### config.mk
export PLATFORM = sky130hd
export DESIGN_NAME = branch_seq
export DESIGN_NICKNAME = d
export VERILOG_FILES = /design/src/rtl/branch_seq.sv
export SDC_FILE = /design/constraint.sdc
export NUM_CORES = 1
export LEC_CHECK = 0
export BUFFER_PORTS_ARGS = -buffer_cell sky130_fd_sc_hd__buf_2
export CAP_MARGIN = 20
export CORE_MARGIN = 1.5
export CORE_UTILIZATION = 41
export DETAILED_ROUTE_END_ITERATION = 12
export GPL_TIMING_DRIVEN = 0
export PLACE_DENSITY_LB_ADDON = 0.08
export REMOVE_ABC_BUFFERS = 1
export SLEW_MARGIN = 25
export SYNTH_ARGS = -nofsm -noshare
export SYNTH_HDL_FRONTEND = slang
export SYNTH_SLANG_ARGS = --single-unit
### constraint.sdc
create_clock -name clock -period 1.7 [get_ports clock]
set_input_delay 0.17 -clock clock [delete_from_list [all_inputs] [get_ports clock]]
set_output_delay 0.17 -clock clock [all_outputs]
set_load 0.02 [all_outputs]
### src/rtl/branch_seq.sv
// branch_seq: control sequencer for a conditional-branch instruction.
// Walks IDLE -> EVAL -> PCY -> (ADDR -> WB ->) FIN. The branch is taken only
// when CON is high in PCY; only a taken branch reaches ADDR/WB and loads the PC.
// Ports:
//   clock, clear (async active-low reset), start, ir[31:0], con   - inputs
//   Gra, Rout, CONin, ra_sel[3:0]                                 - EVAL strobes
//   PCout, Yin, Cout, op_add, Zin, Zlowout, PCin, c_sext[31:0]    - datapath strobes
//   busy, done, taken, bad_op                                     - status
//   taken_cnt, ntaken_cnt [CNT_W-1:0]                             - saturating outcome counters
// Every output is a flop loaded from a decode of the next state, so each
// strobe is high during exactly the cycle the FSM spends in that state.
module branch_seq #(
  parameter logic [4:0] BR_OPCODE = 5'b10010,
  parameter int         CNT_W     = 16
) (
  input  logic             clock,
  input  logic             clear,
  input  logic             start,
  input  logic [31:0]      ir,
  input  logic             con,
  output logic             Gra,
  output logic             Rout,
  output logic             CONin,
  output logic [3:0]       ra_sel,
  output logic             PCout,
  output logic             Yin,
  output logic             Cout,
  output logic             op_add,
  output logic             Zin,
  output logic             Zlowout,
  output logic             PCin,
  output logic [31:0]      c_sext,
  output logic             busy,
  output logic             done,
  output logic             taken,
  output logic             bad_op,
  output logic [CNT_W-1:0] taken_cnt,
  output logic [CNT_W-1:0] ntaken_cnt
);

  typedef enum logic [2:0] {
    S_IDLE = 3'd0,
    S_EVAL = 3'd1,
    S_PCY  = 3'd2,
    S_ADDR = 3'd3,
    S_WB   = 3'd4,
    S_FIN  = 3'd5
  } state_t;

  localparam logic [CNT_W-1:0] CNT_MAX = {CNT_W{1'b1}};

  state_t             state_q, state_d;
  logic [31:0]        ir_q, ir_d;
  logic               taken_q, taken_d;
  logic [CNT_W-1:0]   tcnt_q, tcnt_d, ncnt_q, ncnt_d;

  logic gra_q, gra_d, rout_q, rout_d, conin_q, conin_d;
  logic pcout_q, pcout_d, yin_q, yin_d, cout_q, cout_d, add_q, add_d;
  logic zin_q, zin_d, zlow_q, zlow_d, pcin_q, pcin_d;
  logic busy_q, busy_d, done_q, done_d, tko_q, tko_d, bad_q, bad_d;
  logic [3:0]  ra_q, ra_d;
  logic [31:0] cs_q, cs_d;

  // Opcode and condition-code fields are held but not needed by this sequencer.
  logic ir_unused_s;
  assign ir_unused_s = ^{ir_q[31:27], ir_q[22:19]};

  // Next-state, instruction capture, branch outcome and counter updates.
  always_comb begin
    state_d = state_q;
    ir_d    = ir_q;
    taken_d = taken_q;
    tcnt_d  = tcnt_q;
    ncnt_d  = ncnt_q;
    bad_d   = 1'b0;
    case (state_q)
      S_IDLE: begin
        if (start) begin
          if (ir[31:27] == BR_OPCODE) begin
            state_d = S_EVAL;
            ir_d    = ir;
          end else begin
            bad_d = 1'b1;
          end
        end else begin
          state_d = S_IDLE;
        end
      end
      S_EVAL: state_d = S_PCY;
      S_PCY: begin
        taken_d = con;
        state_d = con ? S_ADDR : S_FIN;
      end
      S_ADDR: state_d = S_WB;
      S_WB:   state_d = S_FIN;
      S_FIN: begin
        state_d = S_IDLE;
        if (taken_q) begin
          tcnt_d = (tcnt_q == CNT_MAX) ? tcnt_q : tcnt_q + {{(CNT_W-1){1'b0}}, 1'b1};
        end else begin
          ncnt_d = (ncnt_q == CNT_MAX) ? ncnt_q : ncnt_q + {{(CNT_W-1){1'b0}}, 1'b1};
        end
      end
      default: state_d = S_IDLE;
    endcase
  end

  // Strobe decode from the next state so the registered strobes line up with it.
  always_comb begin
    gra_d   = 1'b0; rout_d = 1'b0; conin_d = 1'b0; ra_d  = 4'd0;
    pcout_d = 1'b0; yin_d  = 1'b0; cout_d  = 1'b0; add_d = 1'b0;
    zin_d   = 1'b0; zlow_d = 1'b0; pcin_d  = 1'b0; cs_d  = 32'd0;
    done_d  = 1'b0; tko_d  = 1'b0;
    busy_d  = (state_d != S_IDLE);
    case (state_d)
      S_IDLE: busy_d = 1'b0;
      S_EVAL: begin
        gra_d = 1'b1; rout_d = 1'b1; conin_d = 1'b1;
        ra_d  = ir_d[26:23];
      end
      S_PCY: begin
        pcout_d = 1'b1; yin_d = 1'b1;
      end
      S_ADDR: begin
        cout_d = 1'b1; add_d = 1'b1; zin_d = 1'b1;
        cs_d   = {{13{ir_d[18]}}, ir_d[18:0]};
      end
      S_WB: begin
        zlow_d = 1'b1; pcin_d = 1'b1;
      end
      S_FIN: begin
        done_d = 1'b1;
        tko_d  = taken_d;
      end
      default: busy_d = 1'b0;
    endcase
  end

  // State, captured instruction, outcome, counters and registered outputs.
  always_ff @(posedge clock or negedge clear) begin
    if (!clear) begin
      state_q <= S_IDLE;
      ir_q    <= 32'd0;
      taken_q <= 1'b0;
      tcnt_q  <= {CNT_W{1'b0}};
      ncnt_q  <= {CNT_W{1'b0}};
      gra_q   <= 1'b0; rout_q <= 1'b0; conin_q <= 1'b0; ra_q  <= 4'd0;
      pcout_q <= 1'b0; yin_q  <= 1'b0; cout_q  <= 1'b0; add_q <= 1'b0;
      zin_q   <= 1'b0; zlow_q <= 1'b0; pcin_q  <= 1'b0; cs_q  <= 32'd0;
      busy_q  <= 1'b0; done_q <= 1'b0; tko_q   <= 1'b0; bad_q <= 1'b0;
    end else begin
      state_q <= state_d;
      ir_q    <= ir_d;
      taken_q <= taken_d;
      tcnt_q  <= tcnt_d;
      ncnt_q  <= ncnt_d;
      gra_q   <= gra_d;   rout_q <= rout_d; conin_q <= conin_d; ra_q  <= ra_d;
      pcout_q <= pcout_d; yin_q  <= yin_d;  cout_q  <= cout_d;  add_q <= add_d;
      zin_q   <= zin_d;   zlow_q <= zlow_d; pcin_q  <= pcin_d;  cs_q  <= cs_d;
      busy_q  <= busy_d;  done_q <= done_d; tko_q   <= tko_d;   bad_q <= bad_d;
    end
  end

  assign Gra        = gra_q;
  assign Rout       = rout_q;
  assign CONin      = conin_q;
  assign ra_sel     = ra_q;
  assign PCout      = pcout_q;
  assign Yin        = yin_q;
  assign Cout       = cout_q;
  assign op_add     = add_q;
  assign Zin        = zin_q;
  assign Zlowout    = zlow_q;
  assign PCin       = pcin_q;
  assign c_sext     = cs_q;
  assign busy       = busy_q;
  assign done       = done_q;
  assign taken      = tko_q;
  assign bad_op     = bad_q;
  assign taken_cnt  = tcnt_q;
  assign ntaken_cnt = ncnt_q;

endmodule

==> qor.csv <==
metric,value,unit
ant_nets,0,
r2r_slack,50,ps
grt_setup_unrepaired,true,
syn_inst,289,
maxSlewViolCount,0,
die_h,96.9,um
fin_nets,452,
hold_viol,0,
reg2reg_depth,7,
track_usage,15.7,%
post-route-period-util,97.3,%
syn_to_final_growth,30.8,%
synth.lib_cells_used.distinct,39,
ir_worst_vdd,473,uV
power_frac_clock,27.4,%
min_period,1650,ps
maxSlewHeadroom,63.5,%
ys.flop_type,dfrtp_1,
hold_slack,20.7,ps
cts.sinks,86,
grt_max_degree,45,
pwr-share-comb,24.7,%
vias,2486,
drt_iter0_markers,94,
clk_pin_slew_worst_paths,90,ps
synth.area.top_cells,"dfrtp_1 (60%), mux2_1 (5.6%), buf_4 (5.0%)",
route.detailed.drc,0,
status,"complete, no violations",
dr.pass1.iters,4,
wl_per_cell,13.8,um
synth_fa_ha_area_share,0.693,%
num_rows,34,
yosys-mux-area-fraction,6.93,%
grt_pass1_wl,11.7,mm
syn_area,3610,um2
yosys_register_bits,86,
finalWeightedCongestion,0.714,
seqPwrFrac,47.9,%
start_util,41.8,%
synth_top_family_by_area,simple AND/OR/NAND/NOR gates,
path_max_fanout,5,
cp.required,1930,ps
yosysTopAreaCell,dfrtp_1,
p_leak,2.60,nW
hp-start,ir[23],
htreeDepth,3,
clockBufferDepth,2,
ys_seq_area_share,59.6,%
yosysWarnings,0,
synth_compound_area_share,3.01,%
drv_cap,0,
critPathKind,reg2reg,
dpl.hpwl,4.59,mm
root_buffer,clkbuf_8,
core,8640,um2
synthArstFlopShare,100,%
cts_tree,yes,
skew,8.23,ps
numCtsBuffers,9,
clk_latency,350,ps
place_area,4160,um2
vias_per_cell,4.72,
tightestPinTransition,547,ps
power.internal,3.74,mW
drive_above_1_share,46.3,%
arrival,1880,ps
dieArea,9390,um2
swShare,30.4,%
grt_pass1_vias,2361,
pin_count,118,
clock.fmax,605,MHz
post-route-util,54.7,%
rr_startpoint,taken_cnt[1],
drt-total-wl,7.29,mm
synth_edf_count,0,
switchingPower,1.64,mW
die_x,96.9,um
start_kind,register,
cp-end-kind,register,
synthSimpleGateAreaFrac,18.2,%
synth_xor_area_share,6.06,%
diodes,0,
powerDensity,1140,nW/um2
yosysTopAreaCellShare,59.6,%
min_to,ra_sel[0],
whs_path_depth,2,
stdcell_area,4730,um2
grt_overflow,0,
rr_endpoint,taken_cnt[3],
min_path_type,in2reg,
io_buffers,113,
syn_avg_cell_area,12.5,um2
antenna_found_initial,0,
finalSetupViolations,0,
setup_tns,0,ps
[final cells by class]
| class | count | area (um2) |
|---|---|---|
| Timing Repair Buffer | 140 | 831 |
| Multi-Input combinational cell | 175 | 1390 |
| Inverter | 2 | 7.51 |
| Sequential cell | 86 | 2160 |
| Tap cell | 108 | 135 |
| Fill cell | 789 | 3910 |
| Clock inverter | 7 | 80.1 |
| Clock buffer | 9 | 124 |
[cells by family after synthesis]
logic type               count (synthesis)
AND/OR/NAND/NOR                        109
flip-flops                              86
buffers and inverters                   29
XOR/XNOR                                25
multiplexers                            22
AO/OA/AOI/OAI                           16
adder cells (fa/ha/maj)                  2
[cell usage after synthesis, drive strengths merged (2+ instances only)]
cell / number
a41oi: 2
and4b: 3
xor2: 12
nand2: 11
mux2: 21
clkbuf: 3
nand3: 11
nor2b: 3
a21oi: 6
inv: 2
xnor2: 13
o21a: 2
dfrtp: 86
and3: 12
ha: 2
and2: 27
nor2: 17
buf: 24
nand2b: 3
o21ai: 3
nor3: 2
nand4: 11
and4: 6
[worst max path at each step]
stage	start	end
after floorplan	c_sext[30]	c_sext[18]
after global placement	state_q[0]	c_sext[8]
after detailed placement	state_q[0]	c_sext[8]
after CTS	taken_cnt[1]	taken_cnt[1]
after global routing	taken_cnt[1]	taken_cnt[3]
final	taken_cnt[1]	taken_cnt[3]
[worst max-delay path, stage by stage (launching register included)]
cell,delay [ps]
dfrtp_1,390
ha_2,190
and3_4,210
nand4_1,160
o21ai_2,260
buf_4,160
nor2_2,40
xor2_1,130
[power groups by stage]
stage / clock network (mW) / registers [mW] / logic (mW)
after floorplan: 0 / 2.77 / 0.445
after global placement: 0 / 2.61 / 0.968
after detailed placement: 0 / 2.61 / 0.994
after CTS: 1.54 / 2.58 / 1.05
after global routing: 1.63 / 2.62 / 1.47
final: 1.47 / 2.57 / 1.33
[repair_timing]
action / 4_1_cts / 5_1_grt
setup endpoints to repair: 44 / 30
endpoints found under the hold margin: 42 / 1
buffers inserted: 4 / 19
cloned: 1 / 1
hold buffers: 1 / 1
pin swaps: 2 / 10
resized for setup: 7 / 30
[cell usage in the layout, fill, tap and decap left out, types with 2 or more instances in the layout]
master,count
and4_1,5
dlygate4sd3_1,2
nand2b_1,3
inv_1,2
nand4_1,9
ha_2,2
a21oi_1,6
o21ai_2,2
clkbuf_8,9
inv_6,3
nor2b_1,3
o21a_1,2
xnor2_1,13
xor2_1,12
and2_4,2
and4b_4,2
buf_2,112
nand3_1,10
buf_4,20
mux2_1,6
a41oi_1,2
dfrtp_1,81
buf_6,2
nand2_1,11
nor2_2,2
mux2_4,15
dfrtp_2,5
and3_1,11
and2_1,25
nor2_1,14
[routing by layer]
layer	wire length [um]	share of wire, %	vias up	track usage (%)
met5	0	0	-	0
met4	86	1.2	0	6.35
met3	378	5.2	7	4.34
met2	3420	47	70	23.9
met1	3400	47	1188	21.2
li1	-	-	1221	-
[stage by stage]
step                      setup slack [ps]  cells  total power, mW
after global placement                -720    483             3.58
after CTS                             7.82    506             5.17
after floorplan                       -425    262             3.22
after global routing                 -70.7    527             5.72
after detailed placement              -352    484             3.61
final                                 46.5    527             5.38
[flip-flops by register name, indices dropped and copies added (netlist names)]
name,count
ntaken_cnt,16
state_q,3
ir_q,19
c_sext,19
busy,1
Zin,1
done,1
taken_q,1
taken_cnt,16
CONin,1
taken,1
PCin,1
bad_op,1
Yin,1
ra_sel,4
(Power assumes the default switching activity.)
